$ cat config.mk
export PLATFORM = sky130hd
export DESIGN_NAME = display_timing_prog_gen
export DESIGN_NICKNAME = d
export VERILOG_FILES = /design/src/rtl/display_timing_pkg.sv /design/src/rtl/display_timing_cfg_shadow.sv /design/src/rtl/display_timing_prog_gen.sv
export SDC_FILE = /design/constraint.sdc
export NUM_CORES = 1
export LEC_CHECK = 0
export CORE_ASPECT_RATIO = 1.5
export CORE_MARGIN = 4
export CORE_UTILIZATION = 50
export CTS_BUF_LIST = sky130_fd_sc_hd__clkbuf_4 sky130_fd_sc_hd__clkbuf_8
export DETAILED_ROUTE_END_ITERATION = 12
export GPL_TIMING_DRIVEN = 0
export MAX_ROUTING_LAYER = met4
export PLACE_DENSITY = 0.75
export SYNTH_ARGS = -nofsm -noshare
export SYNTH_HDL_FRONTEND = slang
export SYNTH_HIERARCHICAL = 1
export SYNTH_SLANG_ARGS = --single-unit
$ cat constraint.sdc
create_clock -name in_pclk -period 7.7 [get_ports in_pclk]
set_input_delay 1.925 -clock in_pclk [delete_from_list [all_inputs] [get_ports in_pclk]]
set_output_delay 1.925 -clock in_pclk [all_outputs]
set_load 0.02 [all_outputs]
$ cat src/rtl/display_timing_pkg.sv
// rtl/display_timing_pkg.sv - shared constants and config bus layout for the display timing generator
// Contents: pixel divider width, default 640x480 timing, slot order of the timing
// fields inside the packed config bus, and a helper giving the bus width.
// Bus layout (MSB..LSB): {pcnt, vsync, vbp, vact, vfp, hsync, hbp, hact, hfp}.
package display_timing_pkg;

    localparam int PCNT_W = 3;

    localparam int DEFAULT_HSYNC = 96;
    localparam int DEFAULT_HBP   = 48;
    localparam int DEFAULT_HACT  = 640;
    localparam int DEFAULT_HFP   = 16;
    localparam int DEFAULT_VSYNC = 2;
    localparam int DEFAULT_VBP   = 33;
    localparam int DEFAULT_VACT  = 480;
    localparam int DEFAULT_VFP   = 10;
    localparam int DEFAULT_PCNT  = 1;

    // Position of a field inside one 4-field timing group (sync in the MSBs).
    typedef enum logic [1:0] {
        SLOT_FP   = 2'd0,
        SLOT_ACT  = 2'd1,
        SLOT_BP   = 2'd2,
        SLOT_SYNC = 2'd3
    } slot_e;

    function automatic int cfg_bus_w(input int pw, input int lw);
        return 4 * pw + 4 * lw + PCNT_W;
    endfunction

endpackage

$ cat src/rtl/display_timing_cfg_shadow.sv
// rtl/display_timing_cfg_shadow.sv - validated pending/active timing configuration registers
// Ports: clk, rstn (sync active-low), en (generator enable), wrap (frame wrap cycle),
// load (capture pulse), cfg_in (packed candidate set), active_cfg (set used by the
// counters), pend (pending set waiting), err (sticky: last load rejected).
module display_timing_cfg_shadow
    import display_timing_pkg::*;
#(
    parameter int PW = 14,
    parameter int LW = 12,
    localparam int CW = cfg_bus_w(PW, LW),
    parameter logic [CW-1:0] RST_CFG = '0
) (
    input  logic          clk,
    input  logic          rstn,
    input  logic          en,
    input  logic          wrap,
    input  logic          load,
    input  logic [CW-1:0] cfg_in,
    output logic [CW-1:0] active_cfg,
    output logic          pend,
    output logic          err
);

    logic [CW-1:0] pending;
    logic          cfg_ok;

    always_comb begin
        cfg_ok = (cfg_in[CW-1 -: PCNT_W] != '0);
        for (int i = 0; i < 4; i++) begin
            if (cfg_in[i*PW +: PW] == '0) cfg_ok = 1'b0;
            if (cfg_in[4*PW + i*LW +: LW] == '0) cfg_ok = 1'b0;
        end
    end

    // Apply happens first; a load in the same cycle then refills pending, so a
    // load on the wrap cycle lands in the next frame rather than this one.
    always_ff @(posedge clk) begin
        if (!rstn) begin
            active_cfg <= RST_CFG;
            pending    <= RST_CFG;
            pend       <= 1'b0;
            err        <= 1'b0;
        end else begin
            if (pend && (wrap || !en)) begin
                active_cfg <= pending;
                pend       <= 1'b0;
            end
            if (load) begin
                if (cfg_ok) begin
                    pending <= cfg_in;
                    pend    <= 1'b1;
                    err     <= 1'b0;
                end else begin
                    err <= 1'b1;
                end
            end
        end
    end

endmodule

$ cat src/rtl/display_timing_prog_gen.sv
// rtl/display_timing_prog_gen.sv - programmable display timing generator
// Ports: in_pclk, in_rstn (sync active-low), in_en, in_cfg_* (timing candidate set),
// in_cfg_load (capture pulse); out_x/out_y (active coordinates), out_valid (pixel
// strobe), out_de, out_hs, out_vs, out_sof, out_eol, out_cfg_pend, out_cfg_err.
module display_timing_prog_gen
    import display_timing_pkg::*;
#(
    parameter int PW = 14,
    parameter int LW = 12,
    parameter logic HS_POL = 1'b0,
    parameter logic VS_POL = 1'b0,
    parameter logic [4*PW-1:0] DEF_H = {PW'(DEFAULT_HSYNC), PW'(DEFAULT_HBP),
                                        PW'(DEFAULT_HACT), PW'(DEFAULT_HFP)},
    parameter logic [4*LW-1:0] DEF_V = {LW'(DEFAULT_VSYNC), LW'(DEFAULT_VBP),
                                        LW'(DEFAULT_VACT), LW'(DEFAULT_VFP)},
    parameter logic [PCNT_W-1:0] DEF_PCNT = PCNT_W'(DEFAULT_PCNT)
) (
    input  logic              in_pclk,
    input  logic              in_rstn,
    input  logic              in_en,
    input  logic [PW-1:0]     in_cfg_hsync,
    input  logic [PW-1:0]     in_cfg_hbp,
    input  logic [PW-1:0]     in_cfg_hact,
    input  logic [PW-1:0]     in_cfg_hfp,
    input  logic [LW-1:0]     in_cfg_vsync,
    input  logic [LW-1:0]     in_cfg_vbp,
    input  logic [LW-1:0]     in_cfg_vact,
    input  logic [LW-1:0]     in_cfg_vfp,
    input  logic [PCNT_W-1:0] in_cfg_pcnt,
    input  logic              in_cfg_load,
    output logic [PW-1:0]     out_x,
    output logic [LW-1:0]     out_y,
    output logic              out_valid,
    output logic              out_de,
    output logic              out_hs,
    output logic              out_vs,
    output logic              out_sof,
    output logic              out_eol,
    output logic              out_cfg_pend,
    output logic              out_cfg_err
);

    localparam int CW = cfg_bus_w(PW, LW);

    logic [CW-1:0]     cfg_in, cfg_act;
    logic [PW-1:0]     hsync, hbp, hact, hfp, h_cnt;
    logic [LW-1:0]     vsync, vbp, vact, vfp, v_cnt;
    logic [PCNT_W-1:0] pcnt;
    logic [PW:0]       h_e, h_act_start, h_act_end, h_total;
    logic [LW:0]       v_e, v_act_start, v_act_end, v_total;
    logic              h_last, v_last, wrap;
    logic              raw_hs, raw_vs, raw_de, raw_first, raw_last, raw_sof;
    logic [LW-1:0]     raw_y;
    logic              s1_hs, s1_vs, s1_de, s1_first, s1_last, s1_sof;
    logic [LW-1:0]     s1_y;
    logic [PCNT_W-1:0] phase, cur_phase;

    assign cfg_in = {in_cfg_pcnt, in_cfg_vsync, in_cfg_vbp, in_cfg_vact, in_cfg_vfp,
                     in_cfg_hsync, in_cfg_hbp, in_cfg_hact, in_cfg_hfp};

    display_timing_cfg_shadow #(
        .PW      (PW),
        .LW      (LW),
        .RST_CFG ({DEF_PCNT, DEF_V, DEF_H})
    ) u_shadow (
        .clk        (in_pclk),
        .rstn       (in_rstn),
        .en         (in_en),
        .wrap       (wrap),
        .load       (in_cfg_load),
        .cfg_in     (cfg_in),
        .active_cfg (cfg_act),
        .pend       (out_cfg_pend),
        .err        (out_cfg_err)
    );

    assign hsync = cfg_act[int'(SLOT_SYNC)*PW +: PW];
    assign hbp   = cfg_act[int'(SLOT_BP)*PW +: PW];
    assign hact  = cfg_act[int'(SLOT_ACT)*PW +: PW];
    assign hfp   = cfg_act[int'(SLOT_FP)*PW +: PW];
    assign vsync = cfg_act[4*PW + int'(SLOT_SYNC)*LW +: LW];
    assign vbp   = cfg_act[4*PW + int'(SLOT_BP)*LW +: LW];
    assign vact  = cfg_act[4*PW + int'(SLOT_ACT)*LW +: LW];
    assign vfp   = cfg_act[4*PW + int'(SLOT_FP)*LW +: LW];
    assign pcnt  = cfg_act[CW-1 -: PCNT_W];

    // One extra bit keeps boundary sums from wrapping at the counter width.
    assign h_act_start = {1'b0, hsync} + {1'b0, hbp};
    assign h_act_end   = h_act_start + {1'b0, hact};
    assign h_total     = h_act_end + {1'b0, hfp};
    assign v_act_start = {1'b0, vsync} + {1'b0, vbp};
    assign v_act_end   = v_act_start + {1'b0, vact};
    assign v_total     = v_act_end + {1'b0, vfp};

    assign h_e    = {1'b0, h_cnt};
    assign v_e    = {1'b0, v_cnt};
    assign h_last = (h_e >= h_total - (PW+1)'(1));
    assign v_last = (v_e >= v_total - (LW+1)'(1));
    assign wrap   = in_en && h_last && v_last;

    always_ff @(posedge in_pclk) begin
        if (!in_rstn || !in_en) begin
            h_cnt <= '0;
            v_cnt <= '0;
        end else if (h_last) begin
            h_cnt <= '0;
            v_cnt <= v_last ? '0 : v_cnt + LW'(1);
        end else begin
            h_cnt <= h_cnt + PW'(1);
        end
    end

    assign raw_hs    = (h_e < {1'b0, hsync});
    assign raw_vs    = (v_e < {1'b0, vsync});
    assign raw_de    = (h_e >= h_act_start) && (h_e < h_act_end) &&
                       (v_e >= v_act_start) && (v_e < v_act_end);
    assign raw_first = raw_de && (h_e == h_act_start);
    assign raw_last  = raw_de && (h_e == h_act_end - (PW+1)'(1));
    assign raw_sof   = raw_first && (v_e == v_act_start);
    assign raw_y     = v_cnt - v_act_start[LW-1:0];

    // Stage 1: registered raw decode.
    always_ff @(posedge in_pclk) begin
        if (!in_rstn || !in_en) begin
            s1_hs    <= 1'b0;
            s1_vs    <= 1'b0;
            s1_de    <= 1'b0;
            s1_first <= 1'b0;
            s1_last  <= 1'b0;
            s1_sof   <= 1'b0;
            s1_y     <= '0;
        end else begin
            s1_hs    <= raw_hs;
            s1_vs    <= raw_vs;
            s1_de    <= raw_de;
            s1_first <= raw_first;
            s1_last  <= raw_last;
            s1_sof   <= raw_sof;
            s1_y     <= raw_y;
        end
    end

    // The divider phase restarts on the first DE cycle so each line begins with a strobe.
    assign cur_phase = s1_first ? '0 : phase;

    // Stage 2: output registers, pixel strobe and x coordinate.
    always_ff @(posedge in_pclk) begin
        if (!in_rstn || !in_en) begin
            out_hs    <= ~HS_POL;
            out_vs    <= ~VS_POL;
            out_de    <= 1'b0;
            out_eol   <= 1'b0;
            out_sof   <= 1'b0;
            out_valid <= 1'b0;
            out_x     <= '0;
            out_y     <= '0;
            phase     <= '0;
        end else begin
            out_hs  <= s1_hs ? HS_POL : ~HS_POL;
            out_vs  <= s1_vs ? VS_POL : ~VS_POL;
            out_de  <= s1_de;
            out_eol <= s1_last;
            out_sof <= s1_sof;
            if (!s1_de) begin
                out_valid <= 1'b0;
                out_x     <= '0;
                out_y     <= '0;
                phase     <= '0;
            end else begin
                out_y     <= s1_y;
                out_valid <= (cur_phase == '0);
                if (cur_phase == '0) out_x <= s1_first ? '0 : out_x + PW'(1);
                phase <= (cur_phase >= pcnt - PCNT_W'(1)) ? '0 : cur_phase + PCNT_W'(1);
            end
        end
    end

endmodule
== Word-level counts from Yosys, hierarchy flattened ==
Index checks and enable logic that the tools add are counted.
W data, S select, Z words.
Word-level totals
  register bits after elaboration: 295
  bits of input ports: 111
Operators by class
  bitwise operators: 1
  muxes and demuxes: 17
  eq/ne operators: 3
  $lt $le $gt $ge: 9
  reduce and logical (&&, ||, !) cells: 27
  add/subtract/negate cells: 15
Operators with widths (count)
  $logic_not A14 Y1: 4
  $logic_not A12 Y1: 4
  $add A15 B14 Y15: 2
  $eq A14 B15 Y1: 2
  $ge A14 B15 Y1: 2
  $sub A15 B1 Y15 const B: 2
  $add A14 B1 Y14 const B: 2
  $add A13 B12 Y13: 2
  $ge A12 B13 Y1: 2
  $add A14 B14 Y15: 1
  $lt A14 B15 Y1: 1
  $lt A14 B14 Y1: 1
  $mux W1: 14
  $mux W14: 1
  $add A12 B12 Y13: 1
  $eq A12 B13 Y1: 1
  $lt A12 B13 Y1: 1
  $sub A13 B1 Y13 const B: 1
  $add A12 B1 Y12 const B: 1
  $lt A12 B12 Y1: 1
  $mux W12: 1
  $sub A12 B12 Y12: 1
  $logic_and A1 B1 Y1: 9
  $reduce_or A2 Y1: 2
  other kinds (11): 13

== Logic depth before layout (Yosys ltp) ==
  depth in word-level cells: 12
  mapped depth: 39
  depth with buffers taken out: 35

== Hierarchy ==
Netlist, hierarchy kept.
By module, submodules not included
  display_timing_prog_gen: times used 1, cells an instance 1201, area each 9755.6 sq um
  display_timing_cfg_shadow: times used 1, cells an instance 977, area each 8421.8 sq um

== Worst setup path after synthesis ==
No wires, ideal clock.
  kind: register to register
  start point: register u_shadow.active_cfg[42]
  end point: register u_shadow.active_cfg[33]
  setup time: 0.137 ns
  cell stages (with the launch flop): 35
  buffers on the path: 3
  path slack: 1.152 ns
  arrival: 6.411 ns
  clock period less this slack: 6.548 ns
  data required time: 7.563 ns
  cell sequence: dfxtp_1 -> ha_1 -> inv_1 -> fa_1 -> inv_1 -> ha_1 -> a211oi_2 -> nor2_1 -> xor2_1 -> inv_1 -> ha_1 -> inv_1 -> ha_1 -> a21o_1 -> a21oi_1 -> o21bai_1 -> a21oi_1 -> o21ai_0 -> a21oi_1 -> o21ai_0 -> or4_1 -> o21ai_0 -> xor2_1 -> ha_1 -> a2111oi_0 -> nand2_1 -> o221ai_2 -> nor2_1 -> nand2b_1 -> and2_1 -> clkbuf_1 -> buf_2 -> buf_1 -> nand2_1 -> nand3_1
Between the ends
  word-level cells in the longest chain between the ends: 9
RTL lines
  from (decl): RTL line display_timing_cfg_shadow.sv:19  | output logic [CW-1:0] active_cfg,
  from (signal assigned): RTL line display_timing_cfg_shadow.sv:45  | active_cfg <= pending;
  $add A14 B14 Y15: RTL line display_timing_prog_gen.sv:88  | assign h_act_start = {1'b0, hsync} + {1'b0, hbp};
  $add A15 B14 Y15: RTL line display_timing_prog_gen.sv:89  | assign h_act_end = h_act_start + {1'b0, hact};
  $add A15 B14 Y15: RTL line display_timing_prog_gen.sv:90  | assign h_total = h_act_end + {1'b0, hfp};
  $sub A15 B1 Y15: RTL line display_timing_prog_gen.sv:97  | assign h_last = (h_e >= h_total - (PW+1)'(1));
  $ge A14 B15 Y1: RTL line display_timing_prog_gen.sv:97
  $logic_and A1 B1 Y1 (2 in a row): RTL line display_timing_prog_gen.sv:99  | assign wrap = in_en && h_last && v_last;
  net wrap: RTL line display_timing_prog_gen.sv:51  | logic h_last, v_last, wrap;
  $logic_or A1 B1 Y1: RTL line display_timing_cfg_shadow.sv:44  | if (pend && (wrap || !en)) begin
  $logic_and A1 B1 Y1: RTL line display_timing_cfg_shadow.sv:44
The timed path passes the listed nets, and every way through them passes these cells.
A chain may end at the register's enable or synchronous reset.

== Final worst setup path ==
  start point: register u_shadow.active_cfg[29]
  end point: register u_shadow.active_cfg[21]
The elaborated chain is that of the path after synthesis.

==> metrics.csv <==
stage,metric,value,unit
route,wire length per cell,16.9,µm
placed_design,detailed placement HPWL,39.1,mm
critical_path,Worst Setup End Kind,register,
critical_path,critical path's slowest cell,or4_1,
synthesis,Area contributors post-synth,"dfxtp_1 32%, ha_1 14%, nand2_1 9.4%",
timing,fin. max-slew vios,0,
global_routing,first-pass GRT wire length,78.1,mm
timing,Peak Freq,0.137,GHz
synthesis,"flops & latches, synth",295,
timing,"Hold Violations, Final",0,
clocking,clk buf depth,3,
critical_path,Max stage delay on crit path,0.51,ns
clocking,clk slew on worst S/H paths,0.07,ns
global_routing,vias in the first global route,15554,
clocking,CTS buffer count,45,
synthesis,main flop type after synthesis,dfxtp_1,
placed_design,number of buffers added on ports,144,
synthesis,top cell type by total area after synthesis,dfxtp_1,
timing,final worst slack,0.427,ns
synthesis,syn_nets,2502,
synthesis,post-synth top area share,0.325,
global_routing,global route overflow,0,
route,DR pass1 iterations,6,
status,status,completed,
timing,period utilization,0.945,
clocking,clock root buffer,clkbuf_8,
cells_and_area,Area Overhead vs Synth,18.4,%
cells_and_area,final core utilization,0.599,
power_and_ir_drop,Max VDD drop,0.187,mV
clocking,Skew-Pair Late Insertion Delay,0.60,ns
clocking,H-tree Lvls,2,
synthesis,sequential-to-total area share from yosys stat,0.325,
worst_hold_path,Worst Hold Path Cells,1,
worst_hold_path,Hold Path Sink,out_vs$_SDFF_PP1_,
timing,Final setup viols,0,
critical_path,worst endpoint data arrival time,7.71,ns
worst_hold_path,Min-Delay Path Class,reg -> reg,
synthesis,Synth Area per Inst,8.35,µm²
cells_and_area,"commonest non-fill, non-tap cell in the layout",nand2_1,
die,I/O pin count,145,
critical_path,Max Fanout on Critical Path,10,
cells_and_area,Final Cell Area,21500,µm²
placed_design,gpl congestion,0.918,
route,DRC Markers,0,
critical_path,FF-to-FF Start,u_shadow/active_cfg[29]$_SDFFE_PN0P_,
power_and_ir_drop,pwr dens,188,nW/µm²
critical_path,reg-to-reg setup timing slack,0.43,ns
synthesis,cells after synthesis,2178,
critical_path,Setup Crit Path Kind,reg -> reg,
timing,minimum clock period,7.27,ns
synthesis,distinct cell type count of the synthesized netlist,84,
route,Post-Route WL,49.0,mm
placed_design,# placed instances,2800,
timing,Tightest Pin Transition,0.813,ns
synthesis,Netlist Area Pre-Place,18200,µm²
route,antenna-violating nets left,0,
critical_path,FF-to-FF End,u_shadow/active_cfg[21]$_SDFFE_PN1P_,
die,die width,164,µm
die,Die Ht,242,µm
run,Max-Cap Viols,0,
clocking,CTS tree,done,
critical_path,Critical Path RT,8.14,ns
timing,final setup TNS,0,ns
cells_and_area,fraction of final layout cells sized beyond drive strength 1,0.0717,
power_and_ir_drop,overall power,4.06,mW
synthesis,share of flip-flops with an asynchronous set or reset,0,
global_routing,initial antenna violation count,1,
power_and_ir_drop,Pleak,9.30,nW
synthesis,Synthesis Warnings,6,
route,DRT iter0 DRCs,1053,
die,core area,35900,µm²
placed_design,placed inst area,20200,µm²
timing,worst hold margin,0.368,ns
placed_design,Place WS,-0.626,ns
clocking,# hold bufs at CTS,0,
timing,Final Skew,0.0237,ns
cells_and_area,final net count,2701,
clocking,CTS Sinks,295,
timing,Max-Slew Margin vs Limit,0.458,
cells_and_area,"commonest cells after routing, fill and taps aside","454 x nand2_1, 295 x dfxtp_1, 204 x ha_1",
global_routing,Total GRT Usage,0.250,
cells_and_area,filler-free cell count of the finished design,2892,
route,vias,15658,
route,vias per cell,5.41,
global_routing,pin count of the biggest net entering global routing,14,
critical_path,r2r worst-path depth,32,
synthesis,"EDFF count, synth",0,
worst_hold_path,hold_sp,s1_vs$_SDFF_PP0_,
die,row count,85,
die,initial core utilization,0.506,
die,Die ar.,39500,µm²
critical_path,CP Launch Type,register,
synth_stat cells, drive strengths merged, types with 5 or more instances:
cell,n
dfxtp,295
xor2,62
nor4,26
o211ai,13
and2,6
clkbuf,62
a211oi,7
nand4,17
a22o,9
mux2i,108
xnor2,59
ha,206
nand2,457
o21bai,10
or3,10
nand2b,33
o21ai,56
nor3,15
nor2b,54
inv,156
a21oi,80
nand3,51
fa,7
nor2,96
a21o,35
o21a,19
o31ai,13
and4,5
and3,32
buf,22
a2111oi,9
a21boi,91
repair_timing:
item | 4_1_cts | 5_1_grt
endpoints found under the setup margin | 107 | 116
resized for setup | 13 | 27
setup buffers | 1 | 8
pin swaps | 1 | 6
critical path, delay by kind of cell, from the launching register on:
kind / cells / cell delay (ns)
AOI/OAI and AO/OA: 13 / 2.71
xor gates and xnor gates: 3 / 0.51
adders and majority gates: 4 / 1.27
buffers and inverters: 2 / 0.41
DFF: 1 / 0.42
and+or+nand+nor: 10 / 1.75
cell type report:
cell class	count	area (µm²)
Clock buffer	68	867
Inverter	156	586
Antenna cell	1	2.50
Clock inverter	15	205
Timing Repair Buffer	153	1510
Fill cell	3238	14400
Sequential cell	295	5910
Tap cell	478	598
Multi-Input combinational cell	1643	11500
Buffer	83	369
power by group:
part | switching, mW | internal, mW
clock | 0.641 | 0.865
sequential | 0.0360 | 1.58
combinational | 0.509 | 0.421
sequential cells by signal, indices dropped and copies added, names as in the netlist, 3 cells and up:
signal and count:
u_shadow/active_cfg 107, u_shadow/pending 107, h_cnt 14, out_x 14
out_y 12, s1_y 12, v_cnt 12, phase 3
layer usage:
| layer | vias up | wire length, µm | track usage |
|---|---|---|---|
| met5 | - | 0 | - |
| met3 | 125 | 2570 | 0.0305 |
| met1 | 7263 | 20600 | 0.300 |
| li1 | 7846 | - | - |
| met4 | 0 | 2070 | 0.102 |
| met2 | 424 | 23800 | 0.424 |
logic make-up (layout without fill, tap and decap cells):
logic type	Yosys count	in the layout	share of synthesized area
AO/OA/AOI/OAI	386	386	0.150
AND/OR/NAND/NOR	814	814	0.203
multiplexers	108	108	0.0595
flip-flops	295	295	0.325
buffers and inverters	240	475	0.0516
other	0	1	0
adder cells (fa/ha/maj)	213	213	0.150
XOR/XNOR	122	122	0.0610
how the worst max path moves through the flow:
| stage | startpoint | to | slack (ns) | cells past startpoint |
|---|---|---|---|---|
| 2_1_floorplan | u_shadow/active_cfg[42]$_SDFFE_PN0P_ | u_shadow/active_cfg[33]$_SDFFE_PN1P_ | 1.15 | 34 |
| 4_1_cts | u_shadow/active_cfg[42]$_SDFFE_PN0P_ | u_shadow/active_cfg[77]$_SDFFE_PN0P_ | 0.09 | 32 |
| 6_report | u_shadow/active_cfg[29]$_SDFFE_PN0P_ | u_shadow/active_cfg[21]$_SDFFE_PN1P_ | 0.43 | 32 |
| 3_3_place_gp | u_shadow/active_cfg[42]$_SDFFE_PN0P_ | u_shadow/active_cfg[47]$_SDFFE_PN1P_ | -0.54 | 33 |
| 3_5_place_dp | u_shadow/active_cfg[42]$_SDFFE_PN0P_ | u_shadow/active_cfg[47]$_SDFFE_PN1P_ | -0.63 | 33 |
| 5_1_grt | u_shadow/active_cfg[42]$_SDFFE_PN0P_ | u_shadow/active_cfg[77]$_SDFFE_PN0P_ | -0.01 | 33 |
No activity file was read; power rests on OpenSTA's default activity.
